==> src/rtl/mc_ctrl_unit.sv <==
// mc_ctrl_unit: multicycle MIPS control FSM (Moore) driving PC/IR/MDR/ALU_Out, register file and CP0.
// Revision 1.0 - initial release
`default_nettype none

module mc_ctrl_unit #(
   parameter int ST_W       = 5,
   parameter bit EXC_ON_OVF = 1'b1
) (
   input  logic            clk,
   input  logic            reset,
   input  logic [31:0]     Inst_in,
   input  logic            zero,
   input  logic            overflow,
   input  logic            MIO_ready,
   output logic            IorD,
   output logic            IRWrite,
   output logic            RegWrite,
   output logic            ALUSrcA,
   output logic            PCWrite,
   output logic            PCWriteCond,
   output logic            Beq,
   output logic            MemRead,
   output logic            MemWrite,
   output logic [1:0]      RegDst,
   output logic [1:0]      ALUSrcB,
   output logic [2:0]      MemtoReg,
   output logic [2:0]      PCSource,
   output logic [2:0]      ALU_operation,
   output logic            CauseWrite,
   output logic            EPCWrite,
   output logic            Co0Write,
   output logic [1:0]      IntCause,
   output logic [ST_W-1:0] state_o
);

   typedef enum logic [ST_W-1:0] {
      S_IF, S_ID, S_MEM_ADR, S_MEM_RD, S_WB_LW, S_MEM_WR, S_EX_R, S_WB_R, S_EX_I,
      S_WB_I, S_BRANCH, S_JUMP, S_JAL, S_LUI, S_MFC0, S_MTC0, S_ERET, S_EXC
   } state_t;

   localparam logic [2:0] ALU_AND = 3'b000, ALU_OR  = 3'b001, ALU_ADD = 3'b010, ALU_XOR = 3'b011,
                          ALU_NOR = 3'b100, ALU_SUB = 3'b110, ALU_SLT = 3'b111;

   state_t      state, nxt_state;
   logic [1:0]  cause_r, exc_cause;
   logic [5:0]  op, funct;
   logic [4:0]  rs;
   logic        unused_bits;

   assign op          = Inst_in[31:26];
   assign rs          = Inst_in[25:21];
   assign funct       = Inst_in[5:0];
   // zero is consumed by the data path through PCWriteCond/Beq, not by the FSM
   assign unused_bits = ^{Inst_in[20:6], zero};
   assign state_o     = state;

   function automatic logic [2:0] r_alu(input logic [5:0] f);
      case (f)
         6'b100010, 6'b100011: r_alu = ALU_SUB;
         6'b100100:            r_alu = ALU_AND;
         6'b100101:            r_alu = ALU_OR;
         6'b100110:            r_alu = ALU_XOR;
         6'b100111:            r_alu = ALU_NOR;
         6'b101010:            r_alu = ALU_SLT;
         default:              r_alu = ALU_ADD;
      endcase
   endfunction

   function automatic logic [2:0] i_alu(input logic [5:0] o);
      case (o)
         6'b001010: i_alu = ALU_SLT;
         6'b001100: i_alu = ALU_AND;
         6'b001101: i_alu = ALU_OR;
         6'b001110: i_alu = ALU_XOR;
         default:   i_alu = ALU_ADD;
      endcase
   endfunction

   always_ff @(posedge clk) begin
      if (reset) begin
         state   <= S_IF;
         cause_r <= 2'b00;
      end else begin
         state <= nxt_state;
         if (nxt_state == S_EXC) cause_r <= exc_cause;
      end
   end

   always_comb begin
      nxt_state     = S_IF;
      exc_cause     = 2'b00;
      IorD          = 1'b0;
      IRWrite       = 1'b0;
      RegWrite      = 1'b0;
      ALUSrcA       = 1'b0;
      PCWrite       = 1'b0;
      PCWriteCond   = 1'b0;
      Beq           = 1'b0;
      MemRead       = 1'b0;
      MemWrite      = 1'b0;
      RegDst        = 2'b00;
      ALUSrcB       = 2'b00;
      MemtoReg      = 3'b000;
      PCSource      = 3'b000;
      ALU_operation = ALU_AND;
      CauseWrite    = 1'b0;
      EPCWrite      = 1'b0;
      Co0Write      = 1'b0;
      IntCause      = 2'b00;
      case (state)
         S_IF: begin
            IorD = 1'b1; MemRead = 1'b1; IRWrite = 1'b1; ALUSrcA = 1'b1;
            ALUSrcB = 2'b01; ALU_operation = ALU_ADD; PCWrite = 1'b1;
            nxt_state = MIO_ready ? S_ID : S_IF;
         end
         S_ID: begin
            ALUSrcA = 1'b1; ALUSrcB = 2'b11; ALU_operation = ALU_ADD;
            exc_cause = 2'b10;
            nxt_state = S_EXC;
            case (op)
               6'b000000: begin
                  if (funct inside {6'b100000, 6'b100001, 6'b100010, 6'b100011, 6'b100100,
                                    6'b100101, 6'b100110, 6'b100111, 6'b101010})
                     nxt_state = S_EX_R;
                  else if (funct == 6'b001100)
                     exc_cause = 2'b11;
               end
               6'b100011, 6'b101011:             nxt_state = S_MEM_ADR;
               6'b001000, 6'b001001, 6'b001010,
               6'b001100, 6'b001101, 6'b001110:  nxt_state = S_EX_I;
               6'b001111:                        nxt_state = S_LUI;
               6'b000100, 6'b000101:             nxt_state = S_BRANCH;
               6'b000010:                        nxt_state = S_JUMP;
               6'b000011:                        nxt_state = S_JAL;
               6'b010000: begin
                  if (rs == 5'b00000)                             nxt_state = S_MFC0;
                  else if (rs == 5'b00100)                        nxt_state = S_MTC0;
                  else if (rs == 5'b10000 && funct == 6'b011000)  nxt_state = S_ERET;
               end
               default: ;
            endcase
         end
         S_MEM_ADR: begin
            ALUSrcB = 2'b10; ALU_operation = ALU_ADD;
            nxt_state = (op == 6'b100011) ? S_MEM_RD : S_MEM_WR;
         end
         S_MEM_RD: begin
            MemRead   = 1'b1;
            nxt_state = MIO_ready ? S_WB_LW : S_MEM_RD;
         end
         S_WB_LW: begin
            MemtoReg = 3'b001; RegWrite = 1'b1;
         end
         S_MEM_WR: begin
            MemWrite  = 1'b1;
            nxt_state = MIO_ready ? S_IF : S_MEM_WR;
         end
         S_EX_R: begin
            ALU_operation = r_alu(funct);
            // addu/subu never trap; only the signed forms honour overflow
            if (EXC_ON_OVF && overflow && (funct == 6'b100000 || funct == 6'b100010)) begin
               nxt_state = S_EXC; exc_cause = 2'b01;
            end else begin
               nxt_state = S_WB_R;
            end
         end
         S_WB_R: begin
            RegDst = 2'b01; RegWrite = 1'b1;
         end
         S_EX_I: begin
            ALUSrcB = 2'b10; ALU_operation = i_alu(op);
            if (EXC_ON_OVF && overflow && op == 6'b001000) begin
               nxt_state = S_EXC; exc_cause = 2'b01;
            end else begin
               nxt_state = S_WB_I;
            end
         end
         S_WB_I:   RegWrite = 1'b1;
         S_BRANCH: begin
            ALU_operation = ALU_SUB; PCWriteCond = 1'b1; PCSource = 3'b001;
            Beq = (op == 6'b000100);
         end
         S_JUMP: begin
            PCWrite = 1'b1; PCSource = 3'b010;
         end
         S_JAL: begin
            PCWrite = 1'b1; PCSource = 3'b010; RegDst = 2'b10; MemtoReg = 3'b011; RegWrite = 1'b1;
         end
         S_LUI: begin
            MemtoReg = 3'b010; RegWrite = 1'b1;
         end
         S_MFC0: begin
            MemtoReg = 3'b100; RegWrite = 1'b1;
         end
         S_MTC0:   Co0Write = 1'b1;
         S_ERET: begin
            PCWrite = 1'b1; PCSource = 3'b100;
         end
         S_EXC: begin
            // ALU computes PC-4 so EPC points at the faulting instruction
            ALUSrcA = 1'b1; ALUSrcB = 2'b01; ALU_operation = ALU_SUB;
            EPCWrite = 1'b1; CauseWrite = 1'b1; IntCause = cause_r;
            PCWrite = 1'b1; PCSource = 3'b011;
         end
         default: nxt_state = S_IF;
      endcase
   end

endmodule

`default_nettype wire
==> config.mk <==
export PLATFORM = sky130hd
export DESIGN_NAME = mc_ctrl_unit
export DESIGN_NICKNAME = d
export VERILOG_FILES = /design/src/rtl/mc_ctrl_unit.sv
export SDC_FILE = /design/constraint.sdc
export NUM_CORES = 1
export LEC_CHECK = 0
export ABC_AREA = 1
export CAP_MARGIN = 20
export CORE_ASPECT_RATIO = 1.25
export CORE_MARGIN = 4
export CORE_UTILIZATION = 51
export CTS_BUF_LIST = sky130_fd_sc_hd__clkbuf_8
export DETAILED_ROUTE_END_ITERATION = 12
export DONT_BUFFER_PORTS = 1
export GPL_TIMING_DRIVEN = 1
export PLACE_DENSITY = 0.66
export SLEW_MARGIN = 20
export SYNTH_ARGS = -nofsm -noshare
export SYNTH_HDL_FRONTEND = slang
export SYNTH_SLANG_ARGS = --single-unit
==> constraint.sdc <==
create_clock -name clk -period 1.8 [get_ports clk]
set_clock_uncertainty 0.2 [all_clocks]
set_input_delay 0.18 -clock clk [delete_from_list [all_inputs] [get_ports clk]]
set_output_delay 0.18 -clock clk [all_outputs]
set_load 0.05 [all_outputs]
==> results of run 1 <==
## cells by family after synthesis
| family | share of synthesized area [%] |
|---|---|
| AO/OA/AOI/OAI | 18.0 |
| buffers and inverters | 15.3 |
| flip-flops | 12.5 |
| AND/OR/NAND/NOR | 54.2 |
## repair_timing
action,4_1_cts
endpoints found under the hold margin,7
hold buffers,1
setup buffers,7
endpoints found under the setup margin,15
gates cloned,0
pin swaps,6
resized for setup,20
## stage by stage
stage	util (%)	instances
2_1_floorplan	-	207
3_3_place_gp	81.4	258
3_5_place_dp	81.4	258
4_1_cts	89.7	270
==> flow_results.xml, run 1 <==
<?xml version="1.0" encoding="UTF-8"?>
<metrics>
  <group name="status">
    <metric name="status" unit="">did not finish</metric>
    <metric name="last_step_reached" unit="">5_1_grt</metric>
    <metric name="firstError" unit="">[ERROR DPL-0038] Utilization greater than 100%, impossible to legalize</metric>
  </group>
  <group name="floorplanning">
    <metric name="start_util" unit="%">55.4</metric>
    <metric name="placement_rows" unit="">18</metric>
    <metric name="die_height" unit="um">60.5</metric>
    <metric name="number_of_top_level_design_ports" unit="">69</metric>
    <metric name="fp.dieW" unit="um">50.0</metric>
  </group>
  <group name="placement">
    <metric name="dp.final_hpwl" unit="mm">3.03</metric>
    <metric name="preCtsSetupSlack" unit="ns">0.0554</metric>
    <metric name="place.port_buffers" unit="">0</metric>
    <metric name="place_congestion" unit="">0.853</metric>
    <metric name="post_dp_cell_area" unit="mm^2">0.00165</metric>
  </group>
  <group name="synth">
    <metric name="synth_largest_type_area_fraction" unit="%">14.7</metric>
    <metric name="mappedNetlistNets" unit="">244</metric>
    <metric name="yosys-top-cells-count" unit="">44 x sky130_fd_sc_hd__nand2_1, 30 x sky130_fd_sc_hd__nor2_1, 29 x sky130_fd_sc_hd__inv_1, 17 x sky130_fd_sc_hd__nand3_1, 11 x sky130_fd_sc_hd__inv_2</metric>
    <metric name="synth_enable_flop_cells" unit="">0</metric>
    <metric name="ys_types" unit="">28</metric>
    <metric name="synth_ff_type" unit="">sky130_fd_sc_hd__dfxtp_1</metric>
    <metric name="async_reset_ff_share" unit="%">0</metric>
    <metric name="synth.yosys.seq_area_share" unit="%">12.5</metric>
    <metric name="yosys_warnings" unit="">0</metric>
    <metric name="postSynthAreaPerCell" unit="um^2">5.43</metric>
    <metric name="syn-instance-count" unit="">207</metric>
    <metric name="yosys.cell_count.top_type" unit="">sky130_fd_sc_hd__nand2_1</metric>
    <metric name="netlist_area" unit="mm^2">0.00112</metric>
    <metric name="synthTopCellsByArea" unit="">sky130_fd_sc_hd__nand2_1 15%, sky130_fd_sc_hd__dfxtp_1 12%, sky130_fd_sc_hd__nor2_1 10%, sky130_fd_sc_hd__inv_1 9.7%, sky130_fd_sc_hd__nand3_1 7.6%</metric>
    <metric name="synth_top_area_cell" unit="">sky130_fd_sc_hd__nand2_1</metric>
    <metric name="synth-seq-cells" unit="">7</metric>
  </group>
  <group name="clock_network">
    <metric name="number_of_buffers_created_by_cts" unit="">3</metric>
    <metric name="cts_max_path_buffers" unit="">2</metric>
    <metric name="clk_root_buffer_cell" unit="">sky130_fd_sc_hd__clkbuf_8</metric>
    <metric name="total_clock_sinks" unit="">7</metric>
    <metric name="cts_max_level" unit="">1</metric>
  </group>
  <group name="sta">
    <metric name="worst_endpoint_kind" unit="">output port</metric>
    <metric name="grt_repair_timing_worst_endpoint" unit="">ALU_operation[2]</metric>
  </group>
  <group name="global_routing">
    <metric name="grt_max_degree" unit="">9</metric>
  </group>
</metrics>
==> run 2, diff against run 1 <==
Settings changed: CORE_AREA set to 4 4 65 67, CORE_ASPECT_RATIO 1.25 to not set, CORE_MARGIN 4 to not set, CORE_UTILIZATION 51 to not set, CTS_BUF_LIST sky130_fd_sc_hd__clkbuf_8 to not set, DIE_AREA set to 0 0 69 71, PLACE_DENSITY 0.66 to not set, PLACE_DENSITY_LB_ADDON set to 0.15.
==> run 2 against run 1 <==
The flow now finishes, with violations (setup timing). Synthesized cell count did not move. Area after synthesis unchanged.
==> flow_results.xml, run 2 <==
<?xml version="1.0" encoding="UTF-8"?>
<metrics>
  <group name="status">
    <metric name="status" unit="">complete, but fails checks</metric>
    <metric name="failed_checks" unit="">setup timing</metric>
  </group>
  <group name="critical_path">
    <metric name="critPathMaxStageDelay" unit="ns">0.36</metric>
    <metric name="worst-endpoint-required" unit="ns">1.42</metric>
    <metric name="worstPathCellList" unit="">nor2_4 -&gt; inv_4 -&gt; nor2_4 -&gt; inv_2 -&gt; nor2_4 -&gt; nor2_4 -&gt; buf_4 -&gt; o2111ai_4</metric>
    <metric name="critical-path-slowest-cell" unit="">sky130_fd_sc_hd__dfxtp_4</metric>
    <metric name="worstPathMaxFanout" unit="">5</metric>
    <metric name="cp.buffers_inverters" unit="">3</metric>
    <metric name="timing.critical_path.mode_cell" unit="">sky130_fd_sc_hd__nor2_4</metric>
    <metric name="worst_path_dominant_cell_family" unit="">simple AND/OR/NAND/NOR gates</metric>
    <metric name="worst_ep_arrival_time" unit="ns">1.48</metric>
    <metric name="timing.setup.critical_path_class" unit="">reg -&gt; out</metric>
    <metric name="cp-start-kind" unit="">register</metric>
    <metric name="critical_path.endpoint_type" unit="">primary output</metric>
  </group>
  <group name="detailed_routing">
    <metric name="avgViaCountPerCell" unit="">4.74</metric>
    <metric name="drc_errors" unit="">0</metric>
    <metric name="route.vias.total" unit="">1480</metric>
    <metric name="route.final.wire_length" unit="mm">3.71</metric>
    <metric name="drt_iter0_markers" unit="">34</metric>
    <metric name="final_antenna_net_count" unit="">0</metric>
    <metric name="wire_per_inst" unit="um">11.9</metric>
    <metric name="dr.pass1.iters" unit="">4</metric>
  </group>
  <group name="synth">
    <metric name="ys_types" unit="">28</metric>
    <metric name="synth_largest_type_area_fraction" unit="%">14.7</metric>
    <metric name="synth_ff_type" unit="">sky130_fd_sc_hd__dfxtp_1</metric>
    <metric name="syn-instance-count" unit="">207</metric>
    <metric name="synth.yosys.seq_area_share" unit="%">12.5</metric>
    <metric name="yosys.cell_count.top_type" unit="">sky130_fd_sc_hd__nand2_1</metric>
    <metric name="synth_top_area_cell" unit="">sky130_fd_sc_hd__nand2_1</metric>
    <metric name="postSynthAreaPerCell" unit="um^2">5.43</metric>
    <metric name="mappedNetlistNets" unit="">244</metric>
    <metric name="yosys_warnings" unit="">0</metric>
    <metric name="async_reset_ff_share" unit="%">0</metric>
    <metric name="synth_enable_flop_cells" unit="">0</metric>
    <metric name="yosys-top-cells-count" unit="">44 x sky130_fd_sc_hd__nand2_1, 30 x sky130_fd_sc_hd__nor2_1, 29 x sky130_fd_sc_hd__inv_1, 17 x sky130_fd_sc_hd__nand3_1, 11 x sky130_fd_sc_hd__inv_2</metric>
    <metric name="synthTopCellsByArea" unit="">sky130_fd_sc_hd__nand2_1 15%, sky130_fd_sc_hd__dfxtp_1 12%, sky130_fd_sc_hd__nor2_1 10%, sky130_fd_sc_hd__inv_1 9.7%, sky130_fd_sc_hd__nand3_1 7.6%</metric>
    <metric name="netlist_area" unit="mm^2">0.00112</metric>
    <metric name="synth-seq-cells" unit="">7</metric>
  </group>
  <group name="clock_network">
    <metric name="cts_max_level" unit="">1</metric>
    <metric name="clk_root_buffer_cell" unit="">sky130_fd_sc_hd__clkbuf_8</metric>
    <metric name="path_clk_slew" unit="ns">0.04</metric>
    <metric name="cts_max_path_buffers" unit="">2</metric>
    <metric name="worst_skew_pair.late_latency" unit="ns">0.22</metric>
    <metric name="number_of_buffers_created_by_cts" unit="">3</metric>
    <metric name="total_clock_sinks" unit="">7</metric>
    <metric name="cts_tree" unit="">yes</metric>
  </group>
  <group name="power_and_ir_drop">
    <metric name="p_per_area" unit="mW/mm^2">512</metric>
    <metric name="netSwitchingFraction" unit="%">46.3</metric>
    <metric name="p_leak" unit="uW">0.000920</metric>
    <metric name="peakVddDrop" unit="mV">0.574</metric>
    <metric name="switchingPower" unit="uW">478</metric>
    <metric name="intPower" unit="uW">555</metric>
    <metric name="pwr-share-clk" unit="%">20.7</metric>
    <metric name="pwr-share-seq" unit="%">17.6</metric>
    <metric name="power.combinational.fraction" unit="%">61.8</metric>
  </group>
  <group name="floorplanning">
    <metric name="die_height" unit="um">71</metric>
    <metric name="fp.dieW" unit="um">69</metric>
    <metric name="fp.dieArea" unit="mm^2">0.00490</metric>
    <metric name="core" unit="mm^2">0.00363</metric>
    <metric name="number_of_top_level_design_ports" unit="">69</metric>
    <metric name="placement_rows" unit="">22</metric>
    <metric name="start_util" unit="%">30.9</metric>
  </group>
  <group name="sta">
    <metric name="setup_slack" unit="ns">-0.0559</metric>
    <metric name="clock.fmax" unit="MHz">539</metric>
    <metric name="final-max-slew-violation-count" unit="">0</metric>
    <metric name="worst_hold_slack" unit="ns">0.0469</metric>
    <metric name="timing_worst_slew_pin_value" unit="ns">0.439</metric>
    <metric name="layout_worst_path_cycle_share" unit="%">103</metric>
    <metric name="rsz_0062_raised_after_global_routing" unit="">true</metric>
    <metric name="report.final.hold_viol_count" unit="">0</metric>
    <metric name="period_minus_slack" unit="ns">1.86</metric>
    <metric name="final-setup-viol-count" unit="">5</metric>
    <metric name="max_slew_margin_vs_limit" unit="%">70.7</metric>
  </group>
  <group name="global_routing">
    <metric name="groute.usage.overall" unit="%">14.3</metric>
    <metric name="grt_max_degree" unit="">9</metric>
    <metric name="vias_in_the_first_global_route" unit="">1373</metric>
    <metric name="initial_antenna_violation_count" unit="">0</metric>
    <metric name="leftover_overflow_at_the_end_of_global_routing" unit="">0</metric>
    <metric name="grt_pass1_wl" unit="mm">6.04</metric>
  </group>
  <group name="placement">
    <metric name="place_congestion" unit="">0.817</metric>
    <metric name="numPlacedInstances" unit="">289</metric>
    <metric name="dp.final_hpwl" unit="mm">3.07</metric>
    <metric name="place.port_buffers" unit="">0</metric>
  </group>
  <group name="flow_run">
    <metric name="max_cap_violations" unit="">0</metric>
  </group>
  <group name="cells_and_area">
    <metric name="nets" unit="">302</metric>
    <metric name="syn2layout_area_growth" unit="%">79.4</metric>
    <metric name="seq_area" unit="um^2">159</metric>
    <metric name="antenna-diode-count" unit="">0</metric>
    <metric name="largest_register_ff_count" unit="">5</metric>
    <metric name="multi_input_area" unit="mm^2">0.00104</metric>
    <metric name="layout-drive-gt1-share" unit="%">50.8</metric>
    <metric name="post_layout_nonfiller_instances" unit="">312</metric>
    <metric name="final_common_cell" unit="">sky130_fd_sc_hd__buf_4</metric>
    <metric name="nFillCells" unit="">364</metric>
    <metric name="most_frequent_cells_in_the_layout" unit="">43 x sky130_fd_sc_hd__buf_4, 36 x sky130_fd_sc_hd__nand2_1, 23 x sky130_fd_sc_hd__nor2_1</metric>
  </group>
  <group name="hold_path">
    <metric name="hold_path_class" unit="">in -&gt; reg</metric>
  </group>
</metrics>
[run 2: cell families after synthesis]
group,count (synthesis),synth area share (%)
and+or+nand+nor,125,54.2
buffers and inverters,43,15.3
DFF,7,12.5
AOI/OAI and AO/OA,32,18.0
[run 2: metal layers]
metal	up-vias	global-route usage, %	routed length, um
li1	782	-	-
met1	654	19.4	1720
met2	40	23.3	1730
met3	4	4.12	229
met4	0	1.30	29
met5	-	0	0
[run 2: what timing repair did]
| action | in CTS | in global routing |
|---|---|---|
| hold buffers | 1 | 0 |
| hold endpoints to repair | 7 | 0 |
| setup buffers | 10 | 8 |
| gates resized for setup | 18 | 17 |
| pin swaps | 9 | 5 |
| setup endpoints to repair | 16 | 17 |
[run 2: worst paths after layout]
check,start,endpoint,slack [ns],cells past startpoint
min,MIO_ready,state_o[2],0.05,4
max reg2reg,state_o[3],cause_r[0],0.06,12
max,state_o[2],ALU_operation[1],-0.06,8
min reg2reg,cause_r[0],cause_r[0],0.29,2
[run 2: through the flow]
stage                     setup WS, ns  power [uW]  TNS (ns)  util [%]  area [um^2]
after floorplan                 -0.231         575     -1.06         -         1290
after global placement          0.0971         748         0      47.0         1710
after detailed placement        0.0910         748         0      47.0         1710
after CTS                      -0.0512        1000    -0.106      52.0         1890
after global routing            -0.117        1090     -1.04      55.5         2020
final                          -0.0559        1030    -0.141      55.5         2020
[run 2: area by class of cell]
class | instances | share of cell area (%)
well taps | 48 | 2.98
flip-flops and latches | 7 | 7.88
clock buffers | 4 | 2.23
repair buffers | 55 | 26.4
inverters | 41 | 9.12
multi-input cells | 157 | 51.4
[run 2: worst reg2reg max path: stages (launching register included)]
cell and delay (ns):
sky130_fd_sc_hd__dfxtp_4 0.38, sky130_fd_sc_hd__inv_2 0.05, sky130_fd_sc_hd__nor2_4 0.13, sky130_fd_sc_hd__nand2_2 0.09
sky130_fd_sc_hd__nor2_4 0.11, sky130_fd_sc_hd__buf_4 0.12, sky130_fd_sc_hd__inv_2 0.06, sky130_fd_sc_hd__o22ai_4 0.16
sky130_fd_sc_hd__inv_2 0.07, sky130_fd_sc_hd__nand2_2 0.08, sky130_fd_sc_hd__nand3_1 0.07, sky130_fd_sc_hd__nand2_1 0.06
sky130_fd_sc_hd__nor2_1 0.03
[run 2: power by group through the flow]
| stage | clock, uW | combinational, uW | sequential [uW] |
|---|---|---|---|
| CTS | 222 | 604 | 179 |
| global route | 235 | 673 | 183 |
| detailed placement | 0 | 565 | 182 |
| finish | 213 | 638 | 181 |
| floorplan | 0 | 371 | 204 |
| global placement | 0 | 566 | 182 |
No activity file was read; power rests on OpenSTA's default activity.
